### config.mk
export PLATFORM = sky130hd
export DESIGN_NAME = vmicro16_soc
export DESIGN_NICKNAME = d
export VERILOG_FILES = /design/src/rtl/vmicro16_soc.sv
export SDC_FILE = /design/constraint.sdc
export NUM_CORES = 1
export LEC_CHECK = 0
export BUFFER_PORTS_ARGS = -buffer_cell sky130_fd_sc_hd__buf_2
export CORE_MARGIN = 4
export CORE_UTILIZATION = 37
export DETAILED_ROUTE_END_ITERATION = 12
export GPL_ROUTABILITY_DRIVEN = 0
export GPL_TIMING_DRIVEN = 1
export PLACE_DENSITY = 0.52
export REMOVE_ABC_BUFFERS = 1
export SLEW_MARGIN = 20
export SYNTH_ARGS = -nofsm -noshare
export SYNTH_HDL_FRONTEND = slang
export SYNTH_SLANG_ARGS = --single-unit
### constraint.sdc
create_clock -name clk -period 4.51 [get_ports clk]
set_input_delay 0.902 -clock clk [delete_from_list [all_inputs] [get_ports clk]]
set_output_delay 0.902 -clock clk [all_outputs]
set_load 0.005 [all_outputs]
### src/rtl/vmicro16_soc.sv
// vmicro16_soc: multi-core summation SoC.
// Worker cores sum memory slices; an arbiter merges the partial sums.
module vmicro16_soc #(
   parameter int CORES      = 4,
   parameter int ELEMENTS   = 240,
   parameter int DATA_WIDTH = 16,
   parameter int GPIO1_PINS = 16
) (
   input  logic                  clk,
   input  logic                  reset,
   output logic                  halt,
   output logic [GPIO1_PINS-1:0] gpio1
);

   localparam int S  = ELEMENTS / CORES;
   localparam int AW = (ELEMENTS > 1) ? $clog2(ELEMENTS) : 1;
   localparam int IW = $clog2(S + 1);

   typedef enum logic [1:0] {
      C_FETCH,
      C_REQ,
      C_DONE
   } core_t;

   typedef enum logic [1:0] {
      T_RUN,
      T_PUBLISH,
      T_HALT
   } top_t;

   logic [DATA_WIDTH-1:0] mem [ELEMENTS];

   core_t                 cstate [CORES];
   logic [IW-1:0]         idx    [CORES];
   logic                  rvalid [CORES];
   logic [DATA_WIDTH-1:0] rdata  [CORES];
   logic [DATA_WIDTH-1:0] sum    [CORES];

   logic [CORES-1:0]      gnt;
   logic [DATA_WIDTH-1:0] gnt_sum;
   logic                  fin;

   logic [DATA_WIDTH-1:0] acc;
   top_t                  tstate;

   // read-only data memory: word i holds i modulo 2^DATA_WIDTH
   for (genvar i = 0; i < ELEMENTS; i++) begin : g_mem
      assign mem[i] = DATA_WIDTH'(i);
   end

   function automatic logic [AW-1:0] addr_of(input int k,
                                             input logic [IW-1:0] i);
      return AW'(k * S) + AW'(i);
   endfunction

   // fixed-priority grant; fin is set when this edge leaves every core done
   always_comb begin
      gnt     = '0;
      gnt_sum = '0;
      fin     = 1'b1;
      for (int k = 0; k < CORES; k++) begin
         if (cstate[k] == C_REQ && gnt == '0) begin
            gnt[k]  = 1'b1;
            gnt_sum = sum[k];
         end
         if (cstate[k] != C_DONE && !gnt[k]) begin
            fin = 1'b0;
         end
      end
   end

   // per-core fetch/accumulate/request state machines
   always_ff @(posedge clk) begin
      if (reset) begin
         for (int k = 0; k < CORES; k++) begin
            cstate[k] <= C_FETCH;
            idx[k]    <= '0;
            rvalid[k] <= 1'b0;
            rdata[k]  <= '0;
            sum[k]    <= '0;
         end
      end else begin
         for (int k = 0; k < CORES; k++) begin
            unique case (cstate[k])
               C_FETCH: begin
                  if (idx[k] != IW'(S)) begin
                     rdata[k]  <= mem[addr_of(k, idx[k])];
                     rvalid[k] <= 1'b1;
                     idx[k]    <= idx[k] + 1'b1;
                  end else begin
                     rvalid[k] <= 1'b0;
                  end
                  if (rvalid[k]) begin
                     sum[k] <= sum[k] + rdata[k];
                     if (idx[k] == IW'(S)) begin
                        cstate[k] <= C_REQ;
                     end
                  end
               end
               C_REQ: begin
                  if (gnt[k]) begin
                     cstate[k] <= C_DONE;
                  end
               end
               C_DONE: begin
               end
               default: begin
                  cstate[k] <= C_FETCH;
               end
            endcase
         end
      end
   end

   // merge granted sums, then publish the result and halt
   always_ff @(posedge clk) begin
      if (reset) begin
         tstate <= T_RUN;
         acc    <= '0;
         gpio1  <= '0;
         halt   <= 1'b0;
      end else begin
         unique case (tstate)
            T_RUN: begin
               if (gnt != '0) begin
                  acc <= acc + gnt_sum;
               end
               if (fin) begin
                  tstate <= T_PUBLISH;
               end
            end
            T_PUBLISH: begin
               gpio1  <= GPIO1_PINS'(acc);
               tstate <= T_HALT;
            end
            T_HALT: begin
               halt <= 1'b1;
            end
            default: begin
               tstate <= T_RUN;
            end
         endcase
      end
   end

endmodule

-- Word level (Yosys, flattened, before mapping)
Memories as Yosys holds them, arrays and structs flattened.
Cells that the tools add are included.
- bits in registers: 35
- memory bits (writable): 164
- memory bits (read-only): 16384
- input port bits: 2
- output and inout bits: 17
- word-level logic and storage cells: 267
- memories kept: 9
- add/subtract/negate cells: 12
- magnitude comparators: 4
- equal/unequal tests: 23
- multiplexer cells: 152
- bitwise operators: 38
- reduce and logical (&&, ||, !) cells: 25
- memory list (memory ; words ; bits a word ; read ports ; clocked after memory_dff ; wr ports ; RTL line ; RTL):
    (name not given) ; 256 ; 16 ; 1 ; 0 ; 0 ; 87 ; rdata[k] <= mem[addr_of(k, idx[k])];
    (name not given) ; 256 ; 16 ; 1 ; 0 ; 0 ; 87 ;
    (name not given) ; 256 ; 16 ; 1 ; 0 ; 0 ; 87 ;
    (name not given) ; 256 ; 16 ; 1 ; 0 ; 0 ; 87 ;
    rdata ; 4 ; 16 ; 4 ; 0 ; 4 ; 36 ; logic [DATA_WIDTH-1:0] rdata [CORES];
    sum ; 4 ; 16 ; 4 ; 0 ; 4 ; 37 ; logic [DATA_WIDTH-1:0] sum [CORES];
    3 more memories ; - ; - ; - ; - ; - ; - ;
- operator list (operator ; number):
    16-bit two-way mux ; 20
    1-bit two-way mux ; 114
    16-bit adder ; 5
    9-bit >= comparator, second input constant ; 4
    1-bit bitwise OR ; 32
    2-bit two-way mux ; 13
    6-bit by 1-bit adder with 6-bit output, second input constant ; 4
    6-bit equality test, second input constant ; 4
    6-bit two-way mux ; 4
    6-bit inequality test, second input constant ; 4
    8-bit inverter with 9-bit output ; 2
    2-bit logical NOT ; 6
    3-bit OR reduction ; 4
    2-bit by 1-bit equality test with 1-bit output, second input constant ; 5
    2-bit equality test, second input constant ; 5
    2-bit inequality test, second input constant ; 5
    6-bit inverter with 9-bit output ; 1
    7-bit inverter with 9-bit output ; 1
    7-bit by 6-bit adder with 8-bit output, first input constant ; 1
    8-bit by 6-bit adder with 8-bit output, first input constant ; 1
    6-bit by 6-bit adder with 7-bit output, first input constant ; 1
    1-bit logical AND ; 7
    2-bit one-hot mux with 3 select lines ; 1
    1-bit logical NOT ; 4
    other kinds (4) ; 6

-- Logic depth before layout (Yosys ltp)
Gate-level depths: netlist of run 1.
An unclocked memory read counts as a cell.
- depth in word-level cells: 18
- mapped depth: 17
- mapped depth without buffers: 15

-- Worst setup path before layout of run 1
OpenSTA, ideal clock, no wires.
- kind: register to register
- start: mem cstate[0][0] (netlist bit)
- end: reg acc[6]
- library setup time: 0.132 ns
- arrival time: 3.530 ns
- data required time: 4.378 ns
- setup slack: 0.848 ns
- stages on the path, launching flop included: 15
- path buffers: 3
- period minus slack after synthesis: 3.662 ns
- path through: edfxtp_1 -> ha_1 -> clkbuf_1 -> nor4_1 -> buf_2 -> buf_1 -> o21ai_0 -> ha_1 -> fa_1 -> a211oi_1 -> nor2_1 -> o21ai_0 -> or3b_2 -> o211ai_1 -> a21oi_1
- RTL lines (element ; RTL line ; RTL):
    start, declared ; 33 ; core_t cstate [CORES];
    end signal, assigned ; 126 ; acc <= acc + gnt_sum;
    end, declared ; 43 ; logic [DATA_WIDTH-1:0] acc;

==> reports/summary.txt, run 1 <==
====================================================================================================
Cell area after synthesis                                                                  9700 um^2
Setup slack at placement                                                                    0.747 ns
Clock tree from TritonCTS                                                                       done
Headroom to the max-slew limit                                                                 42.7%
Unrepaired setup endpoints after global routing                                                false
Number of buffers added by the clock tree synthesis step                                          17
Die Y-Extent                                                                                  170 um
Run status                                                                              finished clean
GRT Util Overall                                                                               15.6%
Maximum single-stage delay on the critical path                                              0.44 ns
Startpoint type of the worst setup path                                                     register
Sum of internal, switching and leakage power                                                 3900 uW
Vias in the first global route                                                                  6793
Slew @ Worst Pin                                                                            0.859 ns
Worst min-delay path class                                                              register to register
Max Slew Vio Count                                                                                 0
GR met1 Demand/Resource                                                                        23.5%
Layout Nets                                                                                     1090
Clock-pin slew reported for the worst setup and hold paths after clock tree synthesis        0.07 ns
First-pass GRT wire length                                                                  36200 um
Worst Path Max Fanout                                                                             29
Initial Utilization                                                                            38.1%
Average detailed-routed wire length per instance                                             16.1 um
Num rows                                                                                          58
Cell types with the largest area share after synthesis                                  sky130_fd_sc_hd__edfxtp_1 (40%), sky130_fd_sc_hd__ha_1 (8.0%), sky130_fd_sc_hd__dfxtp_1 (7.2%), sky130_fd_sc_hd__nor2_1 (5.0%), sky130_fd_sc_hd__nand2_1 (4.2%)
Count of clock tree sinks                                                                        164
Sequential area share after synthesis                                                          47.2%
Area enclosed by the die boundary                                                         28900 um^2
Area of the core                                                                          25500 um^2
Top-area cell type share of the netlist area                                                   40.0%
Max Cap Violations                                                                                 0
Count of mapped cells out of synthesis                                                          1009
Final setup violating endpoints                                                                    0
Vias after detailed routing                                                                     7119
Die X                                                                                         170 um
Final worst slack                                                                           0.730 ns
Detailed Route WL                                                                           22000 um
Met2 usage                                                                                     23.3%
Layout area overhead                                                                           10.0%
Drt first-iter violations                                                                        588
Post-route clock period utilization                                                            83.8%
Number of placed instances, taps included                                                       1332
Primary flip-flop cell chosen by synthesis mapping                                      sky130_fd_sc_hd__edfxtp_1
Critical Path AT                                                                             4.07 ns
Pre-antenna DRT Iters                                                                              6
Cell at the root of the clock tree                                                      sky130_fd_sc_hd__clkbuf_16
Final Instance Count excl. Fillers                                                              1364
Worst IR Drop VDD                                                                           0.189 mV
Number of hold violations in the final report                                                      0
Path type of the worst setup path                                                       register to register
Power density cells                                                                      366 nW/um^2
Min Clock Period, post-route                                                                 3.78 ns
Overflow left after global routing                                                                 0
EDFF count, synth                                                                                129
Number of remaining DRC errors                                                                     0
Post-DRT Antenna Nets                                                                              0
Element type at the critical path end                                                       register
Antenna violations before repair                                                                   0
Worst hold margin                                                                           0.441 ns
Most Used Layer, Global Route                                                                   met1
Crit path max-delay cell type                                                           sky130_fd_sc_hd__edfxtp_1
Average cell area after synthesis                                                          9.61 um^2
Largest clock skew in the final design                                                     0.0135 ns
Area leader, netlist                                                                    sky130_fd_sc_hd__edfxtp_1
Yosys Warn Count                                                                                   0
H-tree depth                                                                                       4
Async set or reset register ratio after synthesis                                                 0%
Bufs on Longest Clock Path                                                                         2
Area of all placed cells without fillers                                                  10700 um^2
Count of buffers from port buffering                                                              18
LEAKAGE                                                                                   0.00403 uW
Count of distinct cell types in the synthesized netlist                                           62
Detail-routed via count per cell                                                                5.22
Grt met3 use                                                                                   2.95%
Share of layout cells above drive strength 1                                                   7.06%
Flip-flop and latch count after synthesis                                                        164
Worst-path cell chain                                                                   ha_1, buf_4, nor4_2, buf_4, o21ai_0, ha_1, fa_1, a211oi_1, o21a_1, nor3b_1, o211ai_1, mux2i_1, o21ai_0
Number of instances resized during post-cts repair                                                 0
Standard cell area after detailed placement                                               10100 um^2
Number of diodes                                                                                   0
Num ports                                                                                         19
Post-CTS Repair Setup Buffers                                                                      0
Clock Latency Late Sink                                                                      0.43 ns
Maximum number of pins on one net before global-route repair                                      49
Number of hold buffers added after CTS                                                             0
Data required, critical path                                                                 4.80 ns
DPL Wire Length                                                                             16000 um
Upper clock frequency limit                                                                  265 MHz
====================================================================================================
-- synth_stat cells (3+ instances only) --
library cell	number
sky130_fd_sc_hd__mux2i_1	11
sky130_fd_sc_hd__or3_1	5
sky130_fd_sc_hd__a21o_1	4
sky130_fd_sc_hd__o31ai_1	4
sky130_fd_sc_hd__a21boi_0	3
sky130_fd_sc_hd__edfxtp_1	129
sky130_fd_sc_hd__o2111ai_1	8
sky130_fd_sc_hd__o211ai_1	3
sky130_fd_sc_hd__ha_1	62
sky130_fd_sc_hd__a211oi_1	10
sky130_fd_sc_hd__nor2b_1	13
sky130_fd_sc_hd__dfxtp_1	35
sky130_fd_sc_hd__nor3_1	38
sky130_fd_sc_hd__and3_1	14
sky130_fd_sc_hd__o21ai_0	48
sky130_fd_sc_hd__nor4b_1	3
sky130_fd_sc_hd__a31oi_1	4
sky130_fd_sc_hd__o21bai_1	7
sky130_fd_sc_hd__inv_1	50
sky130_fd_sc_hd__xor2_1	24
sky130_fd_sc_hd__nand4_1	9
sky130_fd_sc_hd__xnor2_1	35
sky130_fd_sc_hd__a22oi_1	8
sky130_fd_sc_hd__clkbuf_1	28
sky130_fd_sc_hd__a221o_1	8
sky130_fd_sc_hd__nand2_1	109
sky130_fd_sc_hd__or2_2	4
sky130_fd_sc_hd__nor3b_1	6
sky130_fd_sc_hd__fa_1	5
sky130_fd_sc_hd__nand2b_1	17
sky130_fd_sc_hd__buf_2	3
sky130_fd_sc_hd__and2_1	16
sky130_fd_sc_hd__nand3_1	40
sky130_fd_sc_hd__a21oi_1	76
sky130_fd_sc_hd__nor4_1	3
sky130_fd_sc_hd__o21a_1	8
sky130_fd_sc_hd__nor2_1	130
-- registers in the layout, summed over array words and instances (netlist names) --
name and cells:
idx 24, acc 16, cstate 8, halt 1
gpio1 16, sum 64, rvalid 4, rdata 29
tstate 2
-- layout by cell type, fill, tap and decap left out, drive strengths merged, types with 3 or more instances in the layout --
cell type,netlist,routed
ha,62,62
o2111ai,9,9
xnor2,35,35
o21ai,48,48
a31oi,5,5
xor2,24,24
fa,5,5
and3,14,14
and2,16,16
o21a,8,8
dfxtp,35,35
a211oi,11,11
a22oi,8,8
o31ai,4,4
mux2i,11,11
inv,50,54
clkinvlp,0,4
nor3,38,38
or2,4,4
nor2,130,130
o21bai,7,7
nor4b,3,3
a21oi,77,77
nand2b,17,17
clkinv,0,5
a21o,4,4
nand3,41,41
nor3b,7,7
a221o,8,8
edfxtp,129,129
nor4,3,3
a21boi,3,3
o211ai,4,4
clkbuf,28,19
or3,5,5
nor2b,14,14
nand2,109,109
nand4,9,9
buf,6,27
-- cell families (layout without fill, tap and decap cells) --
group,Yosys count,count (layout),share of synthesized area [%]
XOR/XNOR,59,59,5.33
AO/OA/AOI/OAI,207,207,13.8
buffers and inverters,84,109,3.37
flip-flops,164,164,47.2
AND/OR/NAND/NOR,416,416,20.1
adder cells (fa/ha/maj),67,67,9.03
multiplexers,12,12,1.25
-- critical path, delay by kind of cell (launching register included) --
kind / cells / cell delay [ns]
buffers and inverters: 2 / 0.56
adders and majority gates: 3 / 1.00
and+or+nand+nor: 2 / 0.38
AOI/OAI and AO/OA: 5 / 1.04
DFF: 1 / 0.44
muxes: 1 / 0.20
-- stage by stage --
| step | TNS (ns) | util, % |
|---|---|---|
| finish | 0 | 41.9 |
| global route | 0 | 41.9 |
| CTS | 0 | 41.9 |
| floorplan | -5.66 | - |
| global placement | 0 | 39.8 |
| detailed placement | 0 | 39.8 |
-- per-layer routing --
metal	part of all wire, %	wire, um	up-vias
met5	0	0	-
met4	0.84	185	0
met3	3.9	868	14
met2	44	9590	127
met1	52	11400	3332
li1	-	-	3646
-- where the power goes --
group | switching, uW | total, uW | internal, uW | leakage [uW]
sequential | 125 | 1900 | 1780 | 0.00167
combinational | 394 | 640 | 246 | 0.00210
clock | 646 | 1360 | 713 | 0.000250
total | 1170 | 3900 | 2740 | 0.00403
-- worst paths after layout --
check	start	slack, ns	depth (start not counted)	endpoint
setup / recovery	cstate[0][0]	0.73	13	acc[12]
hold / removal	halt	0.44	2	halt
setup reg to reg	cstate[0][0]	0.73	13	acc[12]
hold reg to reg	halt	0.44	2	halt
-- area by class of cell --
type / instances / area [um^2]
clock inverters: 13 / 103
fillers: 2522 / 14800
well taps: 330 / 413
multi-input cells: 761 / 4800
clock buffers: 19 / 433
repair buffers: 27 / 158
flip-flops and latches: 164 / 4570
inverters: 50 / 188
No activity file was read; power rests on OpenSTA's default activity.
==> run 2, diff against run 1 <==
- ABC_AREA: default -> 1
- PLACE_DENSITY: 0.52 -> 0.54
- clock period: 4.51 -> 3.04 ns (I/O delays scaled with it)
==> run 2 against run 1 <==
- non-clock buffer count increased by 23
- final cell count increased by 16%
- die area increased by 1.6%
- clock skew decreased by 0.0034 ns
- design area increased by 3.9%
- global-route usage increased by 0.55 points
- hold slack improved by 0.034 ns
- highest routed layer unchanged
==> reports/summary.txt, run 2 <==
====================================================================================================
Start point of the critical path                                                        cstate[0][1]
Most common library cell in the layout ignoring fill and taps                           sky130_fd_sc_hd__nand2_1
Min Clock Period, post-route                                                                 2.85 ns
EDFF count, synth                                                                                129
DPL Wire Length                                                                             17200 um
Number of diodes                                                                                   0
Max Slew Vio Count                                                                                 0
Number of buffers added by the clock tree synthesis step                                          17
FF-to-FF setup slack                                                                         0.19 ns
Sequential area share after synthesis                                                          46.4%
Upper clock frequency limit                                                                  351 MHz
Count of distinct cell types in the synthesized netlist                                           46
Count of clock tree sinks                                                                        164
Headroom to the max-slew limit                                                                 59.5%
Critical Path AT                                                                             3.17 ns
Yosys Warn Count                                                                                   0
Vias in the first global route                                                                  7303
Element type at the critical path end                                                       register
Die X                                                                                         171 um
Die Y-Extent                                                                                  171 um
Number of hold violations in the final report                                                      0
Clock-pin slew reported for the worst setup and hold paths after clock tree synthesis        0.07 ns
LEAKAGE                                                                                   0.00497 uW
Initial Utilization                                                                            37.7%
Share of layout cells above drive strength 1                                                   9.66%
Flip-flop and latch count after synthesis                                                        164
H-tree depth                                                                                       4
Largest clock skew in the final design                                                     0.0101 ns
Detail-routed via count per cell                                                                4.94
Cell area after synthesis                                                                  9860 um^2
Vias after detailed routing                                                                     7839
Path type of the worst setup path                                                       register to register
Layout Nets                                                                                     1308
Area of the core                                                                          26100 um^2
Num ports                                                                                         19
Biggest regs                                                                            sum: 64 flops, rdata: 29 flops, idx: 24 flops
Area enclosed by the die boundary                                                         29300 um^2
Commonest non-fill, non-tap cells in the layout                                         sky130_fd_sc_hd__nand2_1 (223), sky130_fd_sc_hd__inv_1 (173), sky130_fd_sc_hd__nor2_1 (170)
Max Cap Violations                                                                                 0
Clock Latency Late Sink                                                                      0.43 ns
Number of flip-flops in the largest register                                                      64
Count of mapped cells out of synthesis                                                          1193
Overflow left after global routing                                                                 0
Worst min-delay path class                                                              register to register
Antenna violations before repair                                                                   0
Clock tree from TritonCTS                                                                       done
Register with the most flip-flops                                                                sum
Maximum number of pins on one net before global-route repair                                      30
Crit path max-delay cell type                                                           sky130_fd_sc_hd__edfxtp_1
Synth top cells by count                                                                sky130_fd_sc_hd__nand2_1 (226), sky130_fd_sc_hd__inv_1 (175), sky130_fd_sc_hd__nor2_1 (170), sky130_fd_sc_hd__edfxtp_1 (129), sky130_fd_sc_hd__a21oi_1 (91)
First-pass GRT wire length                                                                  37600 um
Most common cell in the netlist                                                         sky130_fd_sc_hd__nand2_1
Num rows                                                                                          59
Layout area overhead                                                                           12.4%
Average detailed-routed wire length per instance                                             14.5 um
Power density cells                                                                      546 nW/um^2
Startpoint type of the worst setup path                                                     register
Average cell area after synthesis                                                          8.26 um^2
Final worst slack                                                                           0.190 ns
Number of hold buffers added after CTS                                                             0
Worst hold margin                                                                           0.475 ns
Worst IR Drop VDD                                                                           0.353 mV
Data required, critical path                                                                 3.36 ns
Post-DRT Antenna Nets                                                                              0
Hold path startpoint                                                                            halt
Cell types with the largest area share after synthesis                                  sky130_fd_sc_hd__edfxtp_1 (39%), sky130_fd_sc_hd__nand2_1 (8.6%), sky130_fd_sc_hd__ha_1 (7.9%), sky130_fd_sc_hd__dfxtp_1 (7.1%), sky130_fd_sc_hd__inv_1 (6.7%)
Count of buffers from port buffering                                                              18
Top-area cell type share of the netlist area                                                   39.3%
Pre-antenna DRT Iters                                                                              5
GRT Util Overall                                                                               16.1%
Post-route clock period utilization                                                            93.8%
Number of remaining DRC errors                                                                     0
Detailed Route WL                                                                           23000 um
Worst-path cell chain                                                                   inv_2, ha_2, inv_4, nand2_2, nor2_4, nand2_4, clkinvlp_4, buf_6, nand2_1, nand3_1, ha_1, a21oi_1, o21ai_0, a21oi_1, or2_2, nand3_1, o211ai_1, inv_1
Setup slack at placement                                                                  -0.0294 ns
Final setup violating endpoints                                                                    0
Cell at the root of the clock tree                                                      sky130_fd_sc_hd__clkbuf_16
Async set or reset register ratio after synthesis                                                 0%
Bufs on Longest Clock Path                                                                         2
R2r startpoint                                                                          cstate[0][1]
Worst Path Max Fanout                                                                             13
Primary flip-flop cell chosen by synthesis mapping                                      sky130_fd_sc_hd__edfxtp_1
Worst hold path cell count                                                                         2
Length in cells of the worst reg-to-reg path                                                      18
Slew @ Worst Pin                                                                            0.605 ns
Run status                                                                              finished clean
Drt first-iter violations                                                                        486
Maximum single-stage delay on the critical path                                              0.40 ns
Area leader, netlist                                                                    sky130_fd_sc_hd__edfxtp_1
====================================================================================================
-- run 2: path summary, 6_finish.rpt --
check | to
worst max-delay path | acc[8]
worst min-delay path | halt
worst max register to register | acc[8]
worst min register to register | halt
-- run 2: layout make-up --
| class | count | area, um^2 |
|---|---|---|
| Clock buffer | 18 | 429 |
| Clock inverter | 14 | 114 |
| Fill cell | 2614 | 15100 |
| Inverter | 181 | 687 |
| Multi-Input combinational cell | 824 | 4520 |
| Sequential cell | 164 | 4570 |
| Tap cell | 335 | 419 |
| Timing Repair Buffer | 50 | 338 |
| Timing Repair inverter | 1 | 5.00 |
-- run 2: critical path, delay by kind of cell (launching register included) --
family,cells,cell delay [ns]
adders and majority gates,2,0.54
DFF,1,0.40
AOI/OAI and AO/OA,4,0.72
and+or+nand+nor,7,0.57
buffers and inverters,5,0.50
-- run 2: what timing repair did --
| action | in CTS | in global routing |
|---|---|---|
| setup endpoints to repair | 6 | 10 |
| pin swaps | 0 | 5 |
| cloned | 0 | 1 |
| resized for setup | 2 | 20 |
| buffers inserted | 0 | 6 |
-- run 2: cells by family (layout without fill, tap and decap cells) --
family                   Yosys count  in the layout  share of synthesized area (%)
XOR/XNOR                          27             27                           2.40
AND/OR/NAND/NOR                  529            529                           22.7
AO/OA/AOI/OAI                    201            201                           11.5
flip-flops                       164            164                           46.4
adder cells (fa/ha/maj)           67             67                           8.88
buffers and inverters            205            264                           8.12
-- run 2: power breakdown --
group | internal (uW) | leakage (uW) | total, uW | switching (uW)
Combinational | 428 | 0.00303 | 1150 | 725
Sequential | 2660 | 0.00167 | 2840 | 189
Clock | 1120 | 0.000260 | 2050 | 935
-- run 2: metrics by stage --
step	power [uW]	utilization, %	std cells	setup TNS, ns	cell area (um^2)
2_1_floorplan	3650	-	1169	-0.00392	9740
3_3_place_gp	4000	40.0	1548	0	10400
3_5_place_dp	4010	40.0	1548	-0.0934	10400
4_1_cts	6080	42.1	1580	0	11000
5_1_grt	6400	42.4	1587	-0.0113	11100
6_report	6050	42.4	1587	0	11100
-- run 2: per-layer routing --
layer / vias up / global-route usage [%] / routed length, um
met1: 3612 / 22.6 / 11100
met5: - / 0 / 0
met2: 135 / 25.3 / 10500
li1: 4063 / - / -
met3: 29 / 3.10 / 906
met4: 0 / 5.37 / 520
